## src/rtl/cb_ram_bank_arbiter.sv

```systemverilog
// Round-robin arbiter sharing one single-ported SRAM bank between the system-bus
// masters (OBI-style req/gnt/rvalid). Accesses that fall outside the bank window
// are granted, answered with 32'hBADACCE5, and counted in a saturating counter.
module cb_ram_bank_arbiter #(
  parameter int          NMASTER    = 5,
  parameter logic [31:0] BANK_START = 32'hF0100000,
  parameter logic [31:0] BANK_SIZE  = 32'h00008000,
  parameter int          MEM_AW     = $clog2(BANK_SIZE / 4)
) (
  input  logic                    clk_i,
  input  logic                    rst_ni,
  input  logic [NMASTER-1:0]      master_req_i,
  input  logic [NMASTER-1:0]      master_we_i,
  input  logic [4*NMASTER-1:0]    master_be_i,
  input  logic [32*NMASTER-1:0]   master_addr_i,
  input  logic [32*NMASTER-1:0]   master_wdata_i,
  output logic [NMASTER-1:0]      master_gnt_o,
  output logic [NMASTER-1:0]      master_rvalid_o,
  output logic [32*NMASTER-1:0]   master_rdata_o,
  output logic                    mem_req_o,
  output logic                    mem_we_o,
  output logic [3:0]              mem_be_o,
  output logic [MEM_AW-1:0]       mem_addr_o,
  output logic [31:0]             mem_wdata_o,
  input  logic [31:0]             mem_rdata_i,
  output logic [15:0]             err_count_o
);

  localparam int          PW       = (NMASTER > 1) ? $clog2(NMASTER) : 1;
  localparam logic [31:0] ERR_DATA = 32'hBADACCE5;

  logic [PW-1:0] rr_ptr;
  logic [PW-1:0] winner;
  logic [PW-1:0] cand;
  logic          found;
  logic          grant;

  logic          win_we;
  logic [3:0]    win_be;
  logic [31:0]   win_addr;
  logic [31:0]   win_wdata;
  logic [31:0]   offset;
  logic          in_window;
  logic          mem_go;

  logic          resp_valid_q;
  logic          resp_err_q;
  logic [PW-1:0] resp_idx_q;
  logic [15:0]   err_count;
  logic [31:0]   resp_data;

  // Pick the first requester at or after rr_ptr, wrapping modulo NMASTER.
  always_comb begin
    // NOTE: every signal written here gets a default first so no path leaves it
    // unassigned, which would otherwise infer a latch.
    found  = 1'b0;
    winner = '0;
    cand   = '0;
    for (int i = 0; i < NMASTER; i++) begin
      cand = PW'((int'(rr_ptr) + i) % NMASTER);
      if (!found && master_req_i[cand]) begin
        found  = 1'b1;
        winner = cand;
      end
    end
  end

  // Nothing is granted while reset is held, so every output reads 0 in reset.
  assign grant = found & rst_ni;

  assign win_we    = master_we_i[winner];
  assign win_be    = master_be_i[int'(winner) * 4 +: 4];
  assign win_addr  = master_addr_i[int'(winner) * 32 +: 32];
  assign win_wdata = master_wdata_i[int'(winner) * 32 +: 32];

  // Window check: the subtraction wraps for addresses below the window, so both
  // ends are tested explicitly.
  assign offset    = win_addr - BANK_START;
  assign in_window = (win_addr >= BANK_START) && (offset < BANK_SIZE);
  assign mem_go    = grant & in_window;

  assign master_gnt_o = grant ? (NMASTER'(1) << winner) : '0;

  // Drive the SRAM from the winner; all memory outputs idle at 0 otherwise.
  always_comb begin
    mem_req_o   = 1'b0;
    mem_we_o    = 1'b0;
    mem_be_o    = '0;
    mem_addr_o  = '0;
    mem_wdata_o = '0;
    if (mem_go) begin
      mem_req_o   = 1'b1;
      mem_we_o    = win_we;
      mem_be_o    = win_be;
      mem_addr_o  = offset[MEM_AW+1:2];
      mem_wdata_o = win_wdata;
    end
  end

  // Advance the round-robin pointer past the master just granted.
  always_ff @(posedge clk_i or negedge rst_ni) begin
    // NOTE: registered state uses non-blocking assignments so every flop samples
    // the pre-edge values regardless of statement order.
    if (!rst_ni) begin
      rr_ptr <= '0;
    end else if (grant) begin
      rr_ptr <= (winner == PW'(NMASTER - 1)) ? '0 : winner + PW'(1);
    end
  end

  // Capture who was granted and whether it missed the window; reply next cycle.
  always_ff @(posedge clk_i or negedge rst_ni) begin
    if (!rst_ni) begin
      resp_valid_q <= 1'b0;
      resp_idx_q   <= '0;
      resp_err_q   <= 1'b0;
    end else if (grant) begin
      resp_valid_q <= 1'b1;
      resp_idx_q   <= winner;
      resp_err_q   <= ~in_window;
    end else begin
      resp_valid_q <= 1'b0;
    end
  end

  // Count out-of-window accesses, sticking at the maximum.
  always_ff @(posedge clk_i or negedge rst_ni) begin
    if (!rst_ni) begin
      err_count <= '0;
    end else if (grant && !in_window && (err_count != 16'hFFFF)) begin
      err_count <= err_count + 16'd1;
    end
  end

  assign resp_data       = !resp_valid_q ? '0 : (resp_err_q ? ERR_DATA : mem_rdata_i);
  assign master_rvalid_o = resp_valid_q ? (NMASTER'(1) << resp_idx_q) : '0;
  assign master_rdata_o  = {NMASTER{resp_data}};
  assign err_count_o     = err_count;

endmodule

```

## config.mk

```make
export PLATFORM = sky130hd
export DESIGN_NAME = cb_ram_bank_arbiter
export DESIGN_NICKNAME = d
export VERILOG_FILES = /design/src/rtl/cb_ram_bank_arbiter.sv
export SDC_FILE = /design/constraint.sdc
export NUM_CORES = 1
export LEC_CHECK = 0
export BUFFER_PORTS_ARGS = -buffer_cell sky130_fd_sc_hd__buf_4
export CAP_MARGIN = 30
export CORE_AREA = 5 5 241 243
export DETAILED_ROUTE_END_ITERATION = 8
export DIE_AREA = 0 0 246 248
export PLACE_DENSITY = 0.46
export SETUP_SLACK_MARGIN = 0.2
export SYNTH_ARGS = -nofsm -noshare
export SYNTH_HDL_FRONTEND = slang
export SYNTH_SLANG_ARGS = --single-unit
```

## constraint.sdc

```tcl
create_clock -name clk_i -period 9.3 [get_ports clk_i]
set_input_delay 0.465 -clock clk_i [delete_from_list [all_inputs] [get_ports clk_i]]
set_output_delay 0.465 -clock clk_i [all_outputs]
set_load 0.05 [all_outputs]
```

After elaboration in Yosys (flattened, before gate mapping)
Cells that the tools add are included.
Widths: inputs -> output; s select.
{ "classes": {"add_sub_neg": 7, "div": 5, "magnitude_cmp": 8, "n_eq_ne": 2, "shift": 5, "n_mux": 33, "bitwise_logic": 3, "reduce_logical": 12} }
{ "op_table": {"columns": ["op", "count"], "rows": [
  ["$shiftx 160x9->32", 2],
  ["$mod 32x4->32 const B", 4],
  ["$mux 32", 3],
  ["$ge 32x32->1 const B", 1],
  ["$lt 32x16->1 const B", 1],
  ["$mod 4x4->32 const B", 1],
  ["$sub 32x32->32 const B", 1],
  ["$lt 3x4->1 const B", 6],
  ["$shiftx 20x6->4", 1],
  ["$bmux 1 s3", 6],
  ["$mux 3", 6],
  ["$add 16x1->16 const B", 1],
  ["$ne 16x16->1 const B", 1],
  ["$mux 1", 14],
  ["$mux 13", 1],
  ["$mux 5", 2],
  ["$shl 1x3->5 const A", 2],
  ["$add 3x2->4 const B", 2],
  ["$logic_and 1x1->1", 7],
  ["$logic_not 1->1", 5],
  ["$add 3x1->4 const B", 1],
  ["$add 3x3->4 const B", 1],
  ["$mux 4", 1],
  ["$add 3x1->3 const B", 1],
  ["other kinds (3)", 4]
]} }
{ "word_totals": {"ff_bits": 24, "in_bits": 384, "output_inout_bits": 237, "elab_cells": 80} }

Depth between registers and ports, before layout
Gate-level depths: netlist of the first run.
{ "depth": {"depth_word": 23, "mapped_depth": 26, "mapped_depth_nobuf": 23} }

Worst setup path after synthesis of the first run
OpenSTA, ideal clock, no wires.
{ "synth_timing": {"path_kind": "register to output", "start": "reg rr_ptr[0]", "end": "out mem_addr_o[10]", "t_arrival_ns": 5.992, "required_ns": 8.835, "slack_ns": 2.843, "path_stages_with_launch": 24, "n_path_buf": 4, "path_cell_list": "dfrtp_1 -> buf_2 -> inv_2 -> ha_1 -> buf_2 -> xor2_2 -> ha_1 -> inv_1 -> ha_1 -> or4bb_1 -> o311ai_2 -> o21ai_2 -> xnor2_2 -> mux4_2 -> nand2_1 -> mux2_2 -> a21o_1 -> inv_2 -> buf_2 -> mux4_2 -> o21ai_2 -> nand4_4 -> buf_2 -> a21oi_1"} }
{ "synth_between": {"elab_chain_cells": 22, "word_cells_on_any_way": 45} }
{ "synth_lines": {"columns": ["item", "line", "rtl"], "rows": [
  ["from (decl)", "32", "logic [PW-1:0] rr_ptr;"],
  ["from (signal assigned)", "107", "rr_ptr <= (winner == PW'(NMASTER - 1)) ? '0 : winner + PW'(1);"],
  ["parallel branches: the longest is 21 deep, another holds $mod 32x4->32", null, null],
  ["$mux 13 *", "91", "if (mem_go) begin"],
  ["to (decl)", "23", "output logic [MEM_AW-1:0] mem_addr_o,"]
]} }
Every way passes the cells marked *. The select of a mux whose other input is x is not followed.

Final worst setup path of the first run
{ "layout_timing": {"start": "reg rr_ptr[2]", "end": "out mem_wdata_o[24]"} }
{ "layout_between": {"elab_chain_cells": 22, "word_cells_on_any_way": 46} }
{ "layout_lines": {"columns": ["item", "line", "rtl"], "rows": [
  ["parallel branches: the longest is 21 deep, another holds $mod 32x4->32", null, null],
  ["$mux 32 *", "91", null],
  ["to (decl)", "24", "output logic [31:0] mem_wdata_o,"]
]} }
Marked as above.

==> metrics.md, run 1 <==
| Metric | Value |
|---|---|
| Status | completed |
| Die span in x | 246 µm |
| Worst min path class | input pin to asynchronous set/reset pin |
| CTS H-tree lvls | 1 |
| GR Overflow Total | 0 |
| Overall routing resource usage | 11.7% |
| Crit path capture | mem_wdata_o[24] |
| Critical path data required time | 8.84 ns |
| Synth Area in Simple Gates | 23.4% |
| TritonRoute pass-1 iters | 4 |
| Largest net degree at the start of global routing | 84 |
| Post-synthesis sequential area ratio | 9.01% |
| Top cell type's share of synthesized area | 14.6% |
| First-pass GRT wire length | 54300 µm |
| EDFF count, synth | 0 |
| DR vias | 8239 |
| Postcts setup bufs | 0 |
| CORE AREA | 55700 µm² |
| Initial DRC count | 343 |
| I/O Pins | 621 |
| Post-CTS Hold Buffers | 0 |
| Setup-failing EPs final | 0 |
| Reg-to-Reg Start | rr_ptr[2]$_DFFE_PN0P_ |
| Die area | 61000 µm² |
| Max Buffers Root-to-Sink | 2 |
| # rows | 87 |
| Synth Instances | 886 |
| RePlAce Congestion | 0.919 |
| CTS Buf Count | 3 |
| Reg-to-reg endpoint | err_count_o[1]$_DFFE_PN0P_ |
| Area share of fa/ha/maj cells after synthesis | 5.18% |
| Min cycle time layout | 8.04 ns |
| Post-route setup TNS | 0 ns |
| Detail Route Antenna Nets | 0 |
| Clock latency on the worst-skew pair | 0.26 ns |
| Cts repair resizes | 0 |
| F_max | 124 MHz |
| Post-synth top area cell | buf_4 |
| R2R setup slack | 2.35 ns |
| Synth Register Bits | 24 |
| Initial antenna violation count | 1 |
| # nets final | 1738 |
| Arr. time, crit path | 7.57 ns |
| Final Cycle Share | 86.4% |
| Number of diodes | 0 |
| Mux contribution to synthesized area | 15.9% |
| Initial Util | 12.0% |
| Crit path max fanout | 33 |
| Worst Setup SP | rr_ptr[2]$_DFFE_PN0P_ |
| Synth top area cells | buf_4 15%, dfrtp_1 9.0%, mux2i_1 8.0% |
| DRC | 0 |
| Layout cell share with drive strength beyond 1 | 53.2% |
| CP Class | register to output pin |
| CP Launch Type | register |
| Port Buffers | 610 |
| Die Y-Extent | 248 µm |
| Root buffer cell | clkbuf_16 |
| Synth warnings | 0 |
| XOR/XNOR Fraction of Synth Area | 3.47% |
| Syn Std Cell Area | 6660 µm² |
| Worst-margin pin slew | 0.941 ns |
| HPWL after DPL | 34700 µm |
| Pins over their slew limit | 0 |
| CTS tree | yes |
| # clock sinks | 24 |
| Unrepaired setup endpoints after global routing | false |
| Largest family of logic cells by synthesized area | simple AND/OR/NAND/NOR gates |
| Worst relative slew slack | 37.3% |
| Final Hold Vio Count | 0 |
| Post-synthesis compound-gate area fraction | 23.3% |
| Drt via density | 3.96 |
| Vias in the first global route | 8380 |
| Max-cap violations | 0 |
| Reg2Reg Depth | 20 |
| Ys flop type | dfrtp_1 |
| DR WL/cell | 19.3 µm |
| Area Overhead vs Synth | 68.2% |
| DRT Wirelength | 40200 µm |
| Layout Skew | 0.00612 ns |
| CP endpoint kind | output pin |
| Clock-pin slew of the registers on the worst-case setup and hold paths | 0.07 ns |
| Synth Area per Inst | 7.52 µm² |
| Distinct cells, synth | 85 |
| Async SR Flop Fraction | 100% |
| Syn_nets | 1297 |
==> worst min path at each step <==
stage,from,end,depth (start not counted)
global route,rst_ni,err_count_o[15]$_DFFE_PN0P_,1
CTS,rst_ni,err_count_o[15]$_DFFE_PN0P_,1
finish,rst_ni,err_count_o[10]$_DFFE_PN0P_,1
floorplan,rst_ni,err_count_o[0]$_DFFE_PN0P_,0
global placement,rst_ni,err_count_o[11]$_DFFE_PN0P_,1
detailed placement,rst_ni,err_count_o[10]$_DFFE_PN0P_,1
==> sequential cells by signal, indices dropped and copies added, names as in the netlist <==
signal	flops
err_count_o	16
resp_idx_q	3
rr_ptr	3
resp_err_q	1
resp_valid_q	1
==> Yosys cell counts, drive strengths merged (9+ instances only) <==
master / n
a221oi: 39
buf: 159
and3: 18
mux2i: 53
a21oi: 29
nand4: 11
xnor2: 20
ha: 26
mux2: 39
nor2: 93
nand3: 11
a311o: 15
dfrtp: 24
nand2: 99
inv: 24
and2: 22
o21ai: 23
clkbuf: 28
nor3: 9
o21a: 23
==> cell families after synthesis <==
group | count (synthesis)
AND/OR/NAND/NOR | 314
XOR/XNOR | 23
flip-flops | 24
buffers and inverters | 211
AO/OA/AOI/OAI | 191
adder cells (fa/ha/maj) | 27
multiplexers | 96
==> critical path, cell delays in order, from the launching register on <==
cell and delay, ns:
dfrtp_1 0.87, inv_1 0.25, ha_1 0.53, o21a_1 0.29, a21oi_1 0.08, xnor2_1 0.26, ha_1 0.21, fa_1 0.15
a21bo_2 0.25, or4_1 0.54, and2_1 0.20, a21oi_1 0.14, o21ai_1 0.10, nor4b_4 0.41, a31o_2 0.30, nand2_4 0.21
inv_1 0.54, a32o_1 0.35, o221a_2 0.33, nand4_4 0.41, buf_4 0.43, nor2_1 0.18, buf_4 0.22
==> layout by cell type, fill, tap and decap left out, types with 4 or more instances in the layout <==
| master | synthesis | final |
|---|---|---|
| buf_4 | 130 | 622 |
| nand2_1 | 98 | 98 |
| nor2_1 | 93 | 93 |
| mux2i_1 | 53 | 53 |
| a221oi_1 | 39 | 39 |
| mux2_2 | 38 | 38 |
| ha_1 | 26 | 26 |
| dfrtp_1 | 24 | 24 |
| o21a_1 | 23 | 23 |
| inv_1 | 22 | 22 |
| and2_1 | 22 | 22 |
| a21oi_1 | 19 | 18 |
| xnor2_1 | 18 | 18 |
| and3_1 | 18 | 18 |
| o21ai_0 | 18 | 17 |
| a311o_1 | 15 | 15 |
| nand3_1 | 10 | 10 |
| nand4_1 | 10 | 10 |
| a21oi_2 | 10 | 10 |
| nor3_1 | 9 | 9 |
| or3_1 | 8 | 8 |
| a211oi_1 | 6 | 6 |
| nor4_1 | 6 | 6 |
| a21o_1 | 6 | 5 |
| nand2b_1 | 5 | 5 |
| nor2b_1 | 5 | 5 |
| o22ai_1 | 5 | 5 |
| or4_1 | 4 | 4 |
| o22a_1 | 4 | 4 |
| o21ai_1 | 3 | 4 |
| mux4_2 | 4 | 4 |
| nor4bb_1 | 4 | 4 |
==> cell type report <==
| cell class | instances | area (µm²) |
|---|---|---|
| fill | 6327 | 44500 |
| sequential | 24 | 601 |
| clock inverter | 1 | 30.0 |
| inverter | 24 | 90.1 |
| clock buffer | 3 | 75.1 |
| multi-input combinational | 651 | 4770 |
| timing repair buffer | 623 | 4690 |
| tap | 756 | 946 |
==> layer usage <==
metal | routed length [µm] | up-vias | global-route usage (%)
met5 | 0 | - | 0
met4 | 847 | 0 | 2.46
met3 | 3340 | 25 | 3.03
met2 | 20200 | 385 | 21.0
met1 | 15800 | 3865 | 14.2
li1 | - | 3964 | -
==> metrics by stage <==
step | area, µm² | util, % | hold WS (ns) | setup WS [ns] | std cells
floorplan | 6660 | - | 0.169 | 2.84 | 886
global placement | 11100 | 19.9 | 0.400 | 1.63 | 2078
detailed placement | 11100 | 19.9 | 0.405 | 1.41 | 2078
CTS | 11200 | 20.1 | 0.120 | 1.09 | 2082
global route | 11200 | 20.1 | 0.136 | 0.623 | 2082
finish | 11200 | 20.1 | 0.111 | 1.26 | 2082
Power of run 1 is left out: the tool's default activity adds up to more than one toggle a clock period on the data nets, which glitch-free logic cannot reach.
==> run 2: changes to the inputs <==
--- a/config.mk
+++ b/config.mk
@@ -11,6 +11,8 @@
 export DETAILED_ROUTE_END_ITERATION = 8
 export DIE_AREA = 0 0 246 248
 export PLACE_DENSITY = 0.46
+export RECOVER_POWER = 100
+export REMOVE_ABC_BUFFERS = 1
 export SETUP_SLACK_MARGIN = 0.2
 export SYNTH_ARGS = -nofsm -noshare
 export SYNTH_HDL_FRONTEND = slang
==> run 2 against run 1 <==
Net effect:
- the flow now finishes with violations (max-capacitance violations, max-slew violations)
- sequential cell count did not move
- first-iteration DRC count rose by 26%
- critical path depth rose by 3
- die area did not move
- design area fell by 6.3%
- non-clock buffer count rose by 13
- cell count rose by 0.62%
- register-to-register slack got worse by 0.33 ns
- clock skew barely moved
- critical path type unchanged
- highest routed layer unchanged
==> metrics.md, run 2 (same netlist as run 1, synthesis figures left out) <==
| Metric | Value |
|---|---|
| CP Launch Type | register |
| Overall routing resource usage | 13.3% |
| Worst-margin pin slew | 1.53 ns |
| Gr busiest metal | met2 |
| Number of cells on the worst hold path | 1 |
| Layout Skew | 0.00627 ns |
| Met1 usage | 15.3% |
| CORE AREA | 55700 µm² |
| First-pass GRT wire length | 60200 µm |
| Worst setup margin | 0.920 ns |
| HPWL after DPL | 39800 µm |
| Reg-to-reg endpoint | err_count_o[1]$_DFFE_PN0P_ |
| F_max | 119 MHz |
| CP Class | register to output pin |
| Max-cap violations | 1 |
| Clock-pin slew of the registers on the worst-case setup and hold paths | 0.07 ns |
| Setup-failing EPs final | 0 |
| Die span in x | 246 µm |
| Reg2Reg Depth | 23 |
| Initial DRC count | 433 |
| Unrepaired setup endpoints after global routing | false |
| CTS Buf Count | 3 |
| Number of diodes | 0 |
| Endpoint of the worst hold path | err_count_o[5]$_DFFE_PN0P_ |
| Arr. time, crit path | 7.91 ns |
| Layout cell share with drive strength beyond 1 | 37.9% |
| Initial Util | 12.0% |
| Post-CTS Hold Buffers | 0 |
| Final Cycle Share | 90.1% |
| # rows | 87 |
| Max Buffers Root-to-Sink | 2 |
| DR WL/cell | 21.8 µm |
| Final Hold Vio Count | 0 |
| Drt via density | 4.08 |
| CP endpoint kind | output pin |
| Filler cells | 6510 |
| Root buffer cell | clkbuf_16 |
| RePlAce Congestion | 0.866 |
| Critical path data required time | 8.84 ns |
| I/O Pins | 621 |
| Die Y-Extent | 248 µm |
| Cts repair resizes | 0 |
| Pins over their slew limit | 26 |
| Most common cell after layout, fill and taps aside | buf_4 |
| Max reg flops | 16 |
| DRC | 0 |
| Failing checks | max-capacitance violations, max-slew violations |
| Most frequent cells in the layout | 427 x buf_4, 205 x clkbuf_1, 98 x nand2_1 |
| Crit path max fanout | 21 |
| Grt met2 use | 26.2% |
| Initial antenna violation count | 2 |
| # nets final | 1751 |
| Largest net degree at the start of global routing | 42 |
| Clock latency on the worst-skew pair | 0.27 ns |
| Postcts setup bufs | 0 |
| Worst Setup SP | rr_ptr[1]$_DFFE_PN0P_ |
| CTS tree | yes |
| Port Buffers | 610 |
| Hold Path Origin | err_count_o[5]$_DFFE_PN0P_ |
| Worst relative slew slack | -1.68% |
| Post-Place Worst Slack | 1.42 ns |
| DR vias | 8550 |
| Met3 GRT Util | 1.95% |
| TritonRoute pass-1 iters | 5 |
| # clock sinks | 24 |
| CTS H-tree lvls | 1 |
| Min cycle time layout | 8.38 ns |
| Reg-to-Reg Start | rr_ptr[1]$_DFFE_PN0P_ |
| Area Overhead vs Synth | 57.6% |
| DRT Wirelength | 45800 µm |
| Status | finished, violations left |
| Die area | 61000 µm² |
| R2R setup slack | 2.02 ns |
| Vias in the first global route | 8528 |
| Detail Route Antenna Nets | 0 |
| GR Overflow Total | 0 |
| Worst min path class | register to register |
## run 2: cell types whose count changed in the layout (fill, tap and decap cells not counted), sizes merged
cell / previous run / this run
clkbuf: 3 / 210
buf: 623 / 429
## run 2: how the worst max path moves through the flow
stage,slack (ns),cells past startpoint,to
2_1_floorplan,-0.37,22,mem_addr_o[10]
4_1_cts,1.10,21,mem_addr_o[6]
5_1_grt,0.36,25,mem_addr_o[3]
3_3_place_gp,1.53,21,mem_addr_o[6]
3_5_place_dp,1.42,21,mem_addr_o[6]
6_report,0.92,25,mem_wdata_o[29]
## run 2: metal layers
metal  share of wire [%]  vias to the layer above
li1                    -                     3982
met4                 1.7                        0
met2                  53                      450
met1                  38                     4091
met3                 7.8                       27
met5                   0                        -
## run 2: layout make-up
type / count / area [µm²] / share of cell area (%)
Inverter: 24 / 90.1 / 0.858
Tap cell: 756 / 946 / 9.01
Clock buffer: 3 / 75.1 / 0.715
Timing Repair Buffer: 636 / 4030 / 38.3
Multi-Input combinational cell: 651 / 4730 / 45.1
Sequential cell: 24 / 601 / 5.72
Clock inverter: 1 / 30.0 / 0.286
## run 2: worst max-delay path: stages (launching register included)
cell and delay (ns):
dfrtp_1 0.61, inv_1 0.31, ha_1 0.37, buf_4 0.23, inv_1 0.17, ha_1 0.24, nor2_1 0.17, a21oi_1 0.11
xnor2_1 0.27, ha_1 0.21, inv_1 0.05, o22ai_1 0.17, o21ai_2 0.11, xnor2_1 0.33, mux4_2 0.60, nand2_1 0.14
mux2_2 0.35, a21o_4 0.31, inv_1 0.55, nor2_1 0.13, a211oi_1 0.51, o221a_2 0.36, nand4_4 0.31, clkbuf_1 0.28
nor2_1 0.16, clkbuf_1 0.51
## run 2: stage by stage
step | hold slack (ns) | instances | util (%) | instance area [µm²] | setup TNS, ns
2_1_floorplan | 0.169 | 699 | - | 5440 | -10.98
3_3_place_gp | 0.410 | 2091 | 20.1 | 11200 | 0
3_5_place_dp | 0.412 | 2091 | 20.1 | 11200 | 0
4_1_cts | 0.114 | 2095 | 20.3 | 11300 | 0
5_1_grt | 0.521 | 2095 | 18.8 | 10500 | 0
6_report | 0.498 | 2095 | 18.8 | 10500 | 0
Power of run 2 is left out for the same reason.
==> run 3: changes to the inputs <==
--- a/config.mk
+++ b/config.mk
@@ -7,9 +7,9 @@
 export LEC_CHECK = 0
 export BUFFER_PORTS_ARGS = -buffer_cell sky130_fd_sc_hd__buf_4
 export CAP_MARGIN = 30
-export CORE_AREA = 5 5 241 243
+export CORE_AREA = 5 5 239 241
 export DETAILED_ROUTE_END_ITERATION = 8
-export DIE_AREA = 0 0 246 248
+export DIE_AREA = 0 0 244 246
 export PLACE_DENSITY = 0.46
 export RECOVER_POWER = 100
 export REMOVE_ABC_BUFFERS = 1
==> run 3 against run 2 <==
Net effect:
- the flow still finishes with violations (max-capacitance violations, max-slew violations)
- non-clock buffer count is 7 lower
- fmax decreased by 1.4%
- die area is 1.6% lower
- design area down 0.62%
- setup slack lost 0.12 ns
- hold slack got worse by 0.0031 ns
- critical path depth is 3 lower
- critical endpoint is now mem_addr_o[11]
- highest routed layer is now met5
==> metrics.md, run 3 (same netlist as run 1, synthesis figures left out) <==
| Metric | Value |
|---|---|
| TritonRoute pass-1 iters | 5 |
| Crit-path most repeated cell | a21oi_1 |
| # rows | 86 |
| Worst min path class | register to register |
| Die Y-Extent | 246 µm |
| Die area | 60000 µm² |
| Buf+Inv Stages, Crit Path | 4 |
| Setup-failing EPs final | 0 |
| Drt via density | 4.15 |
| Clock latency on the worst-skew pair | 0.26 ns |
| Hold Path Origin | err_count_o[13]$_DFFE_PN0P_ |
| Arr. time, crit path | 8.04 ns |
| Cts repair resizes | 0 |
| CTS Buf Count | 3 |
| Most frequent cells in the layout | 432 x buf_4, 186 x clkbuf_1, 98 x nand2_1 |
| Highest-delay cell along the critical path | clkbuf_1 |
| Number of cells on the worst hold path | 1 |
| Layout Cells excl Fill | 2037 |
| Crit path max fanout | 28 |
| Post-CTS Hold Buffers | 0 |
| Port Buffers | 610 |
| Final Cycle Share | 91.4% |
| Layout Skew | 0.00298 ns |
| Reg2Reg Depth | 22 |
| Reg-to-Reg Start | rr_ptr[2]$_DFFE_PN0P_ |
| # clock sinks | 24 |
| CORE AREA | 54700 µm² |
| Critical path data required time | 8.84 ns |
| Worst setup margin | 0.798 ns |
| Layout cell share with drive strength beyond 1 | 39.1% |
| F_max | 118 MHz |
| Unrepaired setup endpoints after global routing | false |
| Delay-heaviest family, CP | compound AO/OA/AOI/OAI gates |
| RePlAce Congestion | 0.894 |
| I/O Pins | 621 |
| CP Cell Sequence | inv_1 > ha_1 > o21a_1 > a21oi_1 > xnor2_1 > ha_1 > fa_1 > a21bo_1 > or4_1 > a21o_1 > a21oi_1 > a31oi_1 > o21ai_0 > a31o_1 > nand2_4 > inv_1 > clkbuf_1 > nand2_1 > and3_1 > a311o_1 > a21oi_1 > buf_4 |
| Area Overhead vs Synth | 56.6% |
| Detail Route Antenna Nets | 0 |
| # nets final | 1744 |
| Postcts setup bufs | 0 |
| Max-cap violations | 3 |
| Post-Place Worst Slack | 1.25 ns |
| First-pass GRT wire length | 60700 µm |
| DRC | 0 |
| Area after DPL | 11100 µm² |
| Placed cells | 2032 |
| CP Launch Type | register |
| Root buffer cell | clkbuf_16 |
| Largest net degree at the start of global routing | 38 |
| Endpoint of the worst hold path | err_count_o[13]$_DFFE_PN0P_ |
| CP endpoint kind | output pin |
| Worst-margin pin slew | 1.88 ns |
| Status | finished, violations left |
| Max reg flops | 16 |
| Initial antenna violation count | 2 |
| Min cycle time layout | 8.50 ns |
| Worst relative slew slack | -25.5% |
| Failing checks | max-capacitance violations, max-slew violations |
| R2R setup slack | 1.06 ns |
| Pins over their slew limit | 88 |
| Fin util | 19.1% |
| CTS H-tree lvls | 1 |
| Reg-to-reg endpoint | err_count_o[1]$_DFFE_PN0P_ |
| Die span in x | 244 µm |
| DRT Wirelength | 44700 µm |
| Max Buffers Root-to-Sink | 2 |
| Initial DRC count | 385 |
| DR vias | 8447 |
| Overall routing resource usage | 13.5% |
| Final Hold Vio Count | 0 |
| CTS tree | yes |
| Most common cell after layout, fill and taps aside | buf_4 |
| GR Overflow Total | 0 |
| Slowest stage delay, CP | 1.27 ns |
| HPWL after DPL | 38800 µm |
| Clock-pin slew of the registers on the worst-case setup and hold paths | 0.07 ns |
| Finished Cell Area | 10400 µm² |
| CP Class | register to output pin |
| Initial Util | 12.2% |
| Vias in the first global route | 8628 |
| DR WL/cell | 21.9 µm |
[run 3: cell types whose count changed in the layout (fill, tap and decap cells not counted), moves of 2 or more]
cell | before | now
and2_1 | 9 | 7
and2_0 | 13 | 15
buf_4 | 427 | 432
buf_12 | 2 | 0
clkbuf_1 | 205 | 186
clkbuf_2 | 2 | 11
[run 3: routing by layer]
metal / part of all wire (%) / track usage [%] / vias up
li1: - / - / 3967
met1: 38 / 15.2 / 4038
met2: 54 / 26.8 / 423
met3: 7.1 / 2.67 / 17
met4: 0.79 / 1.36 / 2
met5: 0.029 / 0 / -
[run 3: through the flow]
step / hold slack, ns / TNS (ns)
after floorplan: 0.169 / -10.98
after global placement: 0.404 / 0
after detailed placement: 0.413 / 0
after CTS: 0.123 / 0
after global routing: 0.518 / 0
final: 0.495 / 0
[run 3: how the worst max path moves through the flow]
stage,slack (ns),cells past startpoint,startpoint,to
3_5_place_dp,1.25,23,rr_ptr[2]$_DFFE_PN0P_,mem_addr_o[11]
6_report,0.80,22,rr_ptr[2]$_DFFE_PN0P_,mem_addr_o[11]
5_1_grt,0.24,22,rr_ptr[2]$_DFFE_PN0P_,mem_be_o[1]
3_3_place_gp,1.32,23,rr_ptr[2]$_DFFE_PN0P_,mem_addr_o[11]
4_1_cts,0.93,23,rr_ptr[2]$_DFFE_PN0P_,mem_addr_o[11]
2_1_floorplan,-0.37,22,rr_ptr[0]$_DFFE_PN0P_,mem_addr_o[10]
[run 3: layout make-up]
class | count | area, µm²
Sequential cell | 24 | 601
Inverter | 24 | 90.1
Fill cell | 6404 | 44200
Tap cell | 704 | 881
Timing Repair Buffer | 629 | 4000
Multi-Input combinational cell | 651 | 4760
Clock buffer | 3 | 75.1
Clock inverter | 1 | 30.0
Antenna cell | 1 | 2.50
Power of run 3 is left out for the same reason.
